File: src/rtl/seq_sub10.sv
// Sequential 10-bit subtractor: a - b as a + ~b + 1 over 2/4/4-bit segments with valid/ready handshakes.
// Optional SEQ_SUB10_ABS_EN adds a NEG state so that diff returns |a - b| whenever a < b.
module seq_sub10 #(
  parameter int unsigned WIDTH  = 10,
  parameter int unsigned SEG0_W = 2,
  parameter int unsigned SEG1_W = 4
) (
  input  logic             clk,
  input  logic             rst,
  input  logic             in_valid,
  output logic             in_ready,
  input  logic [WIDTH-1:0] a,
  input  logic [WIDTH-1:0] b,
  output logic             out_valid,
  input  logic             out_ready,
  output logic [WIDTH-1:0] diff,
  output logic             borrow,
  output logic             zero,
  output logic             ovf
);

  localparam int unsigned SEG2_W  = WIDTH - SEG0_W - SEG1_W;
  localparam int unsigned SEG1_LO = SEG0_W;
  localparam int unsigned SEG2_LO = SEG0_W + SEG1_W;
  localparam int unsigned S0W     = SEG0_W + 1;
  localparam int unsigned S1W     = SEG1_W + 1;
  localparam int unsigned S2W     = SEG2_W + 1;

`ifdef SEQ_SUB10_ABS_EN
  typedef enum logic [2:0] {IDLE, SEG0, SEG1, SEG2, NEG, DONE} state_e;
`else
  typedef enum logic [2:0] {IDLE, SEG0, SEG1, SEG2, DONE} state_e;
`endif

  state_e           state_q, state_d;
  logic [WIDTH-1:0] a_q, a_d;
  logic [WIDTH-1:0] nb_q, nb_d;
  logic             carry_q, carry_d;
  logic [WIDTH-1:0] diff_q, diff_d;
  logic             borrow_q, borrow_d;
  logic             zero_q, zero_d;
  logic             ovf_q, ovf_d;
  logic             in_ready_q, in_ready_d;
  logic             out_valid_q, out_valid_d;

  logic [SEG0_W:0]  sum0_c;
  logic [SEG1_W:0]  sum1_c;
  logic [SEG2_W:0]  sum2_c;
  logic [WIDTH-1:0] final_c;

  // Segment adders; each MSB is that segment's carry-out.
  assign sum0_c = S0W'(a_q[SEG0_W-1:0]) + S0W'(nb_q[SEG0_W-1:0]) + S0W'(carry_q);
  assign sum1_c = S1W'(a_q[SEG2_LO-1:SEG1_LO]) + S1W'(nb_q[SEG2_LO-1:SEG1_LO]) + S1W'(carry_q);
  assign sum2_c = S2W'(a_q[WIDTH-1:SEG2_LO]) + S2W'(nb_q[WIDTH-1:SEG2_LO]) + S2W'(carry_q);
  assign final_c = {sum2_c[SEG2_W-1:0], diff_q[SEG2_LO-1:0]};

  always_ff @(posedge clk) begin
    if (rst) begin
      state_q     <= IDLE;
      a_q         <= '0;
      nb_q        <= '0;
      carry_q     <= 1'b0;
      diff_q      <= '0;
      borrow_q    <= 1'b0;
      zero_q      <= 1'b0;
      ovf_q       <= 1'b0;
      in_ready_q  <= 1'b1;
      out_valid_q <= 1'b0;
    end else begin
      state_q     <= state_d;
      a_q         <= a_d;
      nb_q        <= nb_d;
      carry_q     <= carry_d;
      diff_q      <= diff_d;
      borrow_q    <= borrow_d;
      zero_q      <= zero_d;
      ovf_q       <= ovf_d;
      in_ready_q  <= in_ready_d;
      out_valid_q <= out_valid_d;
    end
  end

  always_comb begin
    state_d  = state_q;
    a_d      = a_q;
    nb_d     = nb_q;
    carry_d  = carry_q;
    diff_d   = diff_q;
    borrow_d = borrow_q;
    zero_d   = zero_q;
    ovf_d    = ovf_q;

    unique case (state_q)
      IDLE: begin
        if (in_valid && in_ready_q) begin
          a_d     = a;
          nb_d    = ~b;
          carry_d = 1'b1;
          state_d = SEG0;
        end
      end
      SEG0: begin
        diff_d[SEG0_W-1:0] = sum0_c[SEG0_W-1:0];
        carry_d            = sum0_c[SEG0_W];
        state_d            = SEG1;
      end
      SEG1: begin
        diff_d[SEG2_LO-1:SEG1_LO] = sum1_c[SEG1_W-1:0];
        carry_d                   = sum1_c[SEG1_W];
        state_d                   = SEG2;
      end
      SEG2: begin
        diff_d[WIDTH-1:SEG2_LO] = sum2_c[SEG2_W-1:0];
        carry_d                 = sum2_c[SEG2_W];
        borrow_d                = ~sum2_c[SEG2_W];
        zero_d                  = (final_c == '0);
        ovf_d                   = (a_q[WIDTH-1] ^ ~nb_q[WIDTH-1]) & (a_q[WIDTH-1] ^ final_c[WIDTH-1]);
`ifdef SEQ_SUB10_ABS_EN
        state_d                 = sum2_c[SEG2_W] ? DONE : NEG;
`else
        state_d                 = DONE;
`endif
      end
`ifdef SEQ_SUB10_ABS_EN
      NEG: begin
        diff_d  = ~diff_q + WIDTH'(1);
        state_d = DONE;
      end
`endif
      DONE: begin
        // Leave only once the result has actually been presented and taken.
        if (out_valid_q && out_ready) begin
          state_d = IDLE;
        end
      end
      default: state_d = IDLE;
    endcase

    out_valid_d = (state_q == DONE) && !(out_valid_q && out_ready);
    in_ready_d  = (state_d == IDLE);
  end

  assign in_ready  = in_ready_q;
  assign out_valid = out_valid_q;
  assign diff      = diff_q;
  assign borrow    = borrow_q;
  assign zero      = zero_q;
  assign ovf       = ovf_q;

endmodule

File: config.mk
export PLATFORM = sky130hd
export DESIGN_NAME = seq_sub10
export DESIGN_NICKNAME = d
export VERILOG_FILES = /design/src/rtl/seq_sub10.sv
export SDC_FILE = /design/constraint.sdc
export NUM_CORES = 1
export LEC_CHECK = 0
export BUFFER_PORTS_ARGS = -buffer_cell sky130_fd_sc_hd__buf_2
export CAP_MARGIN = 20
export CORE_MARGIN = 8
export CORE_UTILIZATION = 50
export DETAILED_ROUTE_END_ITERATION = 7
export HOLD_SLACK_MARGIN = 0.02
export PLACE_DENSITY_LB_ADDON = 0.2
export SETUP_SLACK_MARGIN = 0.1
export SLEW_MARGIN = 20
export SYNTH_ARGS = -nofsm -noshare
export SYNTH_HDL_FRONTEND = slang
export SYNTH_SLANG_ARGS = --single-unit
File: constraint.sdc
create_clock -name clk -period 2.9 [get_ports clk]
set_input_delay 0.435 -clock clk [delete_from_list [all_inputs] [get_ports clk]]
set_output_delay 0.435 -clock clk [all_outputs]
set_load 0.01 [all_outputs]
# Yosys cells after proc, flatten, opt, wreduce, memory -nomap -nowiden
# Cells that the tools add are included.
[op_classes]
n_addsub = 6
n_eq_ne = 5
mux = 5
bitwise = 6
n_reduce_logical = 10
[op_table]
columns = ["op", "n"]
rows = [
  ["$pmux W3 S5", 1],
  ["$add A4 B4 Y5", 2],
  ["$add A5 B1 Y5", 2],
  ["$logic_not A10 Y1", 1],
  ["$not A10 Y10", 1],
  ["$eq A3 B2 Y1 const B", 2],
  ["$logic_not A3 Y1", 2],
  ["$mux W3", 2],
  ["$pmux W1 S4", 1],
  ["$reduce_and A2 Y1", 2],
  ["$reduce_bool A4 Y1", 1],
  ["$add A2 B2 Y3", 1],
  ["$add A3 B1 Y3", 1],
  ["$eq A3 B1 Y1 const B", 1],
  ["$eq A3 B3 Y1 const B", 1],
  ["$logic_and A1 B1 Y1", 3],
  ["$ne A2 B2 Y1 const B", 1],
  ["$not A1 Y1", 2],
  ["$xor A1 B1 Y1", 2],
  ["$and A1 B1 Y1", 1],
  ["$logic_not A1 Y1", 1],
  ["$mux W1", 1],
]
[totals]
ff_bits = 39
inputBits = 24
output_inout_bits = 15
elab_cells = 44

# Logic depth before layout (Yosys ltp)
[logic_depth]
word_depth = 4
depth_mapped = 8
depth_no_buf = 8

# Least setup slack after synthesis
# OpenSTA, ideal clock, no wires.
[synth_timing]
kind = "reg-to-reg"
startpoint = "register a_q[2]"
endpoint = "register carry_q"
setup_ns = 0.074
arrival_time_ns = 1.825
required_time_ns = 2.826
path_slack_ns = 1.001
path_stages_with_launch = 8
path_buffers = 0
period_less_slack_ns = 1.899
cell_sequence = "dfxtp_1 inv_1 fa_1 fa_1 nor2b_1 nor3_1 or3_1 a31oi_1"
[synth_via]
elab_chain_cells = 3
[synth_lines]
columns = ["element", "line_no", "rtl"]
rows = [
  ["start, declared", "36", "logic [WIDTH-1:0] a_q, a_d;"],
  ["start signal, assigned", "60", "a_q <= '0;"],
  ["start signal, assigned", "71", "a_q <= a_d;"],
  ["$add A4 B4 Y5", "53", "assign sum1_c = S1W'(a_q[SEG2_LO-1:SEG1_LO]) + S1W'(nb_q[SEG2_LO-1:SEG1_LO]) + S1W'(carry_q);"],
  ["$add A5 B1 Y5", "53", ""],
  ["$pmux W1 S4", "93", "unique case (state_q)"],
  ["end signal, assigned", "73", "carry_q <= carry_d;"],
  ["end, declared", "38", "logic carry_q, carry_d;"],
]
# No other way between the ends.
# A chain may end at the register's enable or synchronous reset.

# Worst setup path after layout
[layout_timing]
startpoint = "register carry_q"
endpoint = "register carry_q"
[layout_via]
elab_chain_cells = 2
word_cells_on_any_way = 4
cone_classes = "add/sub: 3; mux: 1"
[layout_lines]
columns = ["element", "line_no", "rtl"]
rows = [
  ["$add A5 B1 Y5 (tied with other cells)", "54", "assign sum2_c = S2W'(a_q[WIDTH-1:SEG2_LO]) + S2W'(nb_q[WIDTH-1:SEG2_LO]) + S2W'(carry_q);"],
  ["$pmux W1 S4 *", "93", ""],
]
# Mark *: on every way between the ends. The rest lies on a longest branch, timed or not.

==> qor.yml <==
firstDrtPassIters: 4
cp.required_ns: 3.12
ys.flop_type: "dfxtp_1"
clock_sinks: 39
regToRegSetupSlack_ns: 0.88
wirelength_microns: 3760
hold_depth: 2
finalClockSkew_ns: 0.00921
antenna_left: 0
boundaryPins: 39
yosys_warnings: 0
insertedDiodeCount: 0
timing.rr.start: "carry_q"
netlist_top_cells_count: "dfxtp_1, nor2_1, nand2_1"
endpoint: "carry_q"
htree_num_levels: 2
clk_latency_ns: 0.29
grt_overflow: 0
cpPeakStageDelay_ns: 0.41
cts-buffers-inserted: 5
avgSynthCellArea_sq_um: 9.28
crit_slowest_cell: "fa_1"
drive_gt1_frac: 0.253
ff2ff_path_depth: 7
syn-num-nets: 237
ys_seq_area_frac: 0.419
core_area_sq_um: 3630
grt_max_degree: 36
cts_root_buf: "clkbuf_8"
dp_cells: 277
finalMaxSlewViolations: 0
fin_crit_sh: 0.695
antenna_found_initial: 0
grt_pass1_vias: 1447
p_leak_nw: 0.885
drt_iter0_markers: 119
final_nets: 272
maxCapViolations: 0
tns_ns: 0
cp-end-kind: "flip-flop"
cp-startpoint: "carry_q"
start_util: 0.513
async_reset_ff_frac: 0
netlist_top_cells_area: "dfxtp_1, fa_1, a211oi_2"
reg2reg_to: "carry_q"
synth_top_area_frac: 0.419
rsz0062_at_grt: "no"
finalCriticalPeriod_ns: 2.02
outcome: "complete, no violations"
setup_violations: 0
synth_cell_types: 37
internal-power_mw: 1.04
wl_per_cell_microns: 13.2
tritoncts: "done"
powerDensity_nw_per_um2: 728
cts_setup_buffers: 0
cts.path.max_buffers: 2
hold_viol_final: 0
dieHeight_microns: 77.1
synth_cells: 201
seq_power_share: 0.448
grt_pass1_wl_microns: 6580
cp.depth: 7
tightest_slew_ns: 0.502
fillCellCount: 358
path_buf_inv: 1
ys_seq_elements: 39
worstSetupPathType: "reg -> reg"
cts_resized: 0
synth_edf_count: 0
port_buffers: 38
synth.most_common_cell: "dfxtp_1"
synth_top_area_cell: "dfxtp_1"
path_common_cell: "fa_1"
fin_cells: 285
p_total_mw: 1.56
dp_hpwl_microns: 2680
p_sw_mw: 0.526
holdWs_ns: 0.307
dr_total_vias: 1469
power_frac_comb: 0.295
holdCritPathClass: "in -> reg"
die_width_microns: 77.1
ctsHoldBuffers: 0
slew_headroom: 0.665
avgViaCountPerCell: 5.15
dieArea_sq_um: 5940
grt_usage: 0.136
synth_area_sq_um: 1870
path_max_fanout: 3
p_clk_frac: 0.258
cp-start-kind: "flip-flop"
vdd_ir_drop_max_uv: 389
arrival_ns: 2.23
drc: 0
gp_congestion: 0.748
crit_chain: "inv_1 -> fa_1 -> fa_1 -> nor2b_1 -> nor3_1 -> or3_1 -> a31oi_1"
p_sw_frac: 0.337
fmax_ghz: 0.496
syn_to_final_growth_pct: 15.0
cts.clk_slew.worst_paths_ns: 0.08
cpLargestDelayFamily: "adder cells"
rows: 22
[cell type report]
type | count | area (sq um) | area share
timing repair buffer | 40 | 205 | 0.0956
clock inverter | 1 | 7.51 | 0.00350
tap | 48 | 60.1 | 0.0280
clock buffer | 7 | 96.3 | 0.0449
sequential | 39 | 781 | 0.364
inverter | 14 | 52.6 | 0.0245
multi-input combinational | 136 | 943 | 0.440
[layer usage]
layer	global-route usage	wire (microns)	up-vias
li1	-	-	746
met1	0.165	1790	687
met2	0.206	1620	31
met3	0.0618	283	5
met4	0.0509	62	0
met5	0	0	-
[cell families after synthesis]
group	Yosys count	synth area share
compound gates	43	0.174
flops	39	0.419
mux	2	0.0107
fa+ha+maj	12	0.105
buf+inv	26	0.0758
xor+xnor	5	0.0235
simple gates	74	0.192
[how the worst min path moves through the flow]
stage | from | to | slack [ns]
2_1_floorplan | a_q[0] | a_q[0] | 0.44
3_3_place_gp | diff[6] | diff[6] | 0.44
3_5_place_dp | a_q[2] | a_q[2] | 0.45
4_1_cts | b[0] | nb_q[0] | 0.31
5_1_grt | b[9] | nb_q[9] | 0.32
6_report | b[0] | nb_q[0] | 0.31
[worst register-to-register path, delay by kind of cell (launching register included)]
kind                     cells  cell delay, ns
adder cells (fa/ha/maj)      2            0.82
AND/OR/NAND/NOR              3            0.51
flip-flops                   1            0.37
AO/OA/AOI/OAI                1            0.16
buffers and inverters        1            0.09
[power by group through the flow]
| stage | combinational [mW] | sequential (mW) | clock [mW] |
|---|---|---|---|
| after floorplan | 0.394 | 0.686 | 0 |
| after global placement | 0.457 | 0.709 | 0 |
| after detailed placement | 0.460 | 0.711 | 0 |
| after CTS | 0.466 | 0.699 | 0.410 |
| after global routing | 0.531 | 0.711 | 0.430 |
| final | 0.460 | 0.699 | 0.402 |
[registers in the layout, summed over array words and instances (netlist names)]
signal / cells
in_ready: 1
state_q: 3
a_q: 10
nb_q: 10
zero: 1
carry_q: 1
borrow: 1
out_valid: 1
ovf: 1
diff: 10
[layout by cell type (no fill, tap or decap), types with 2 or more instances in the layout]
cell type / n
dfxtp_1: 39
buf_2: 38
nor2_1: 28
nand2_1: 25
a21oi_1: 16
inv_1: 14
a211oi_2: 9
clkbuf_8: 7
fa_1: 6
ha_1: 6
a211oi_1: 5
nand3_1: 4
nor3_1: 4
xnor2_1: 3
nor2b_1: 3
o21ai_0: 3
nand3b_1: 2
xor2_1: 2
mux2i_1: 2
o21a_1: 2
o31ai_1: 2
a32o_1: 2
buf_4: 2
[per-stage QoR]
step           setup WS, ns  instance area, sq um  utilization
2_1_floorplan          1.00                  1870            -
3_3_place_gp          0.932                  2040        0.562
3_5_place_dp          0.901                  2040        0.562
4_1_cts               0.884                  2150        0.591
5_1_grt               0.753                  2150        0.591
6_report              0.884                  2150        0.591
Note: power is estimated with default switching activity, not from simulation.
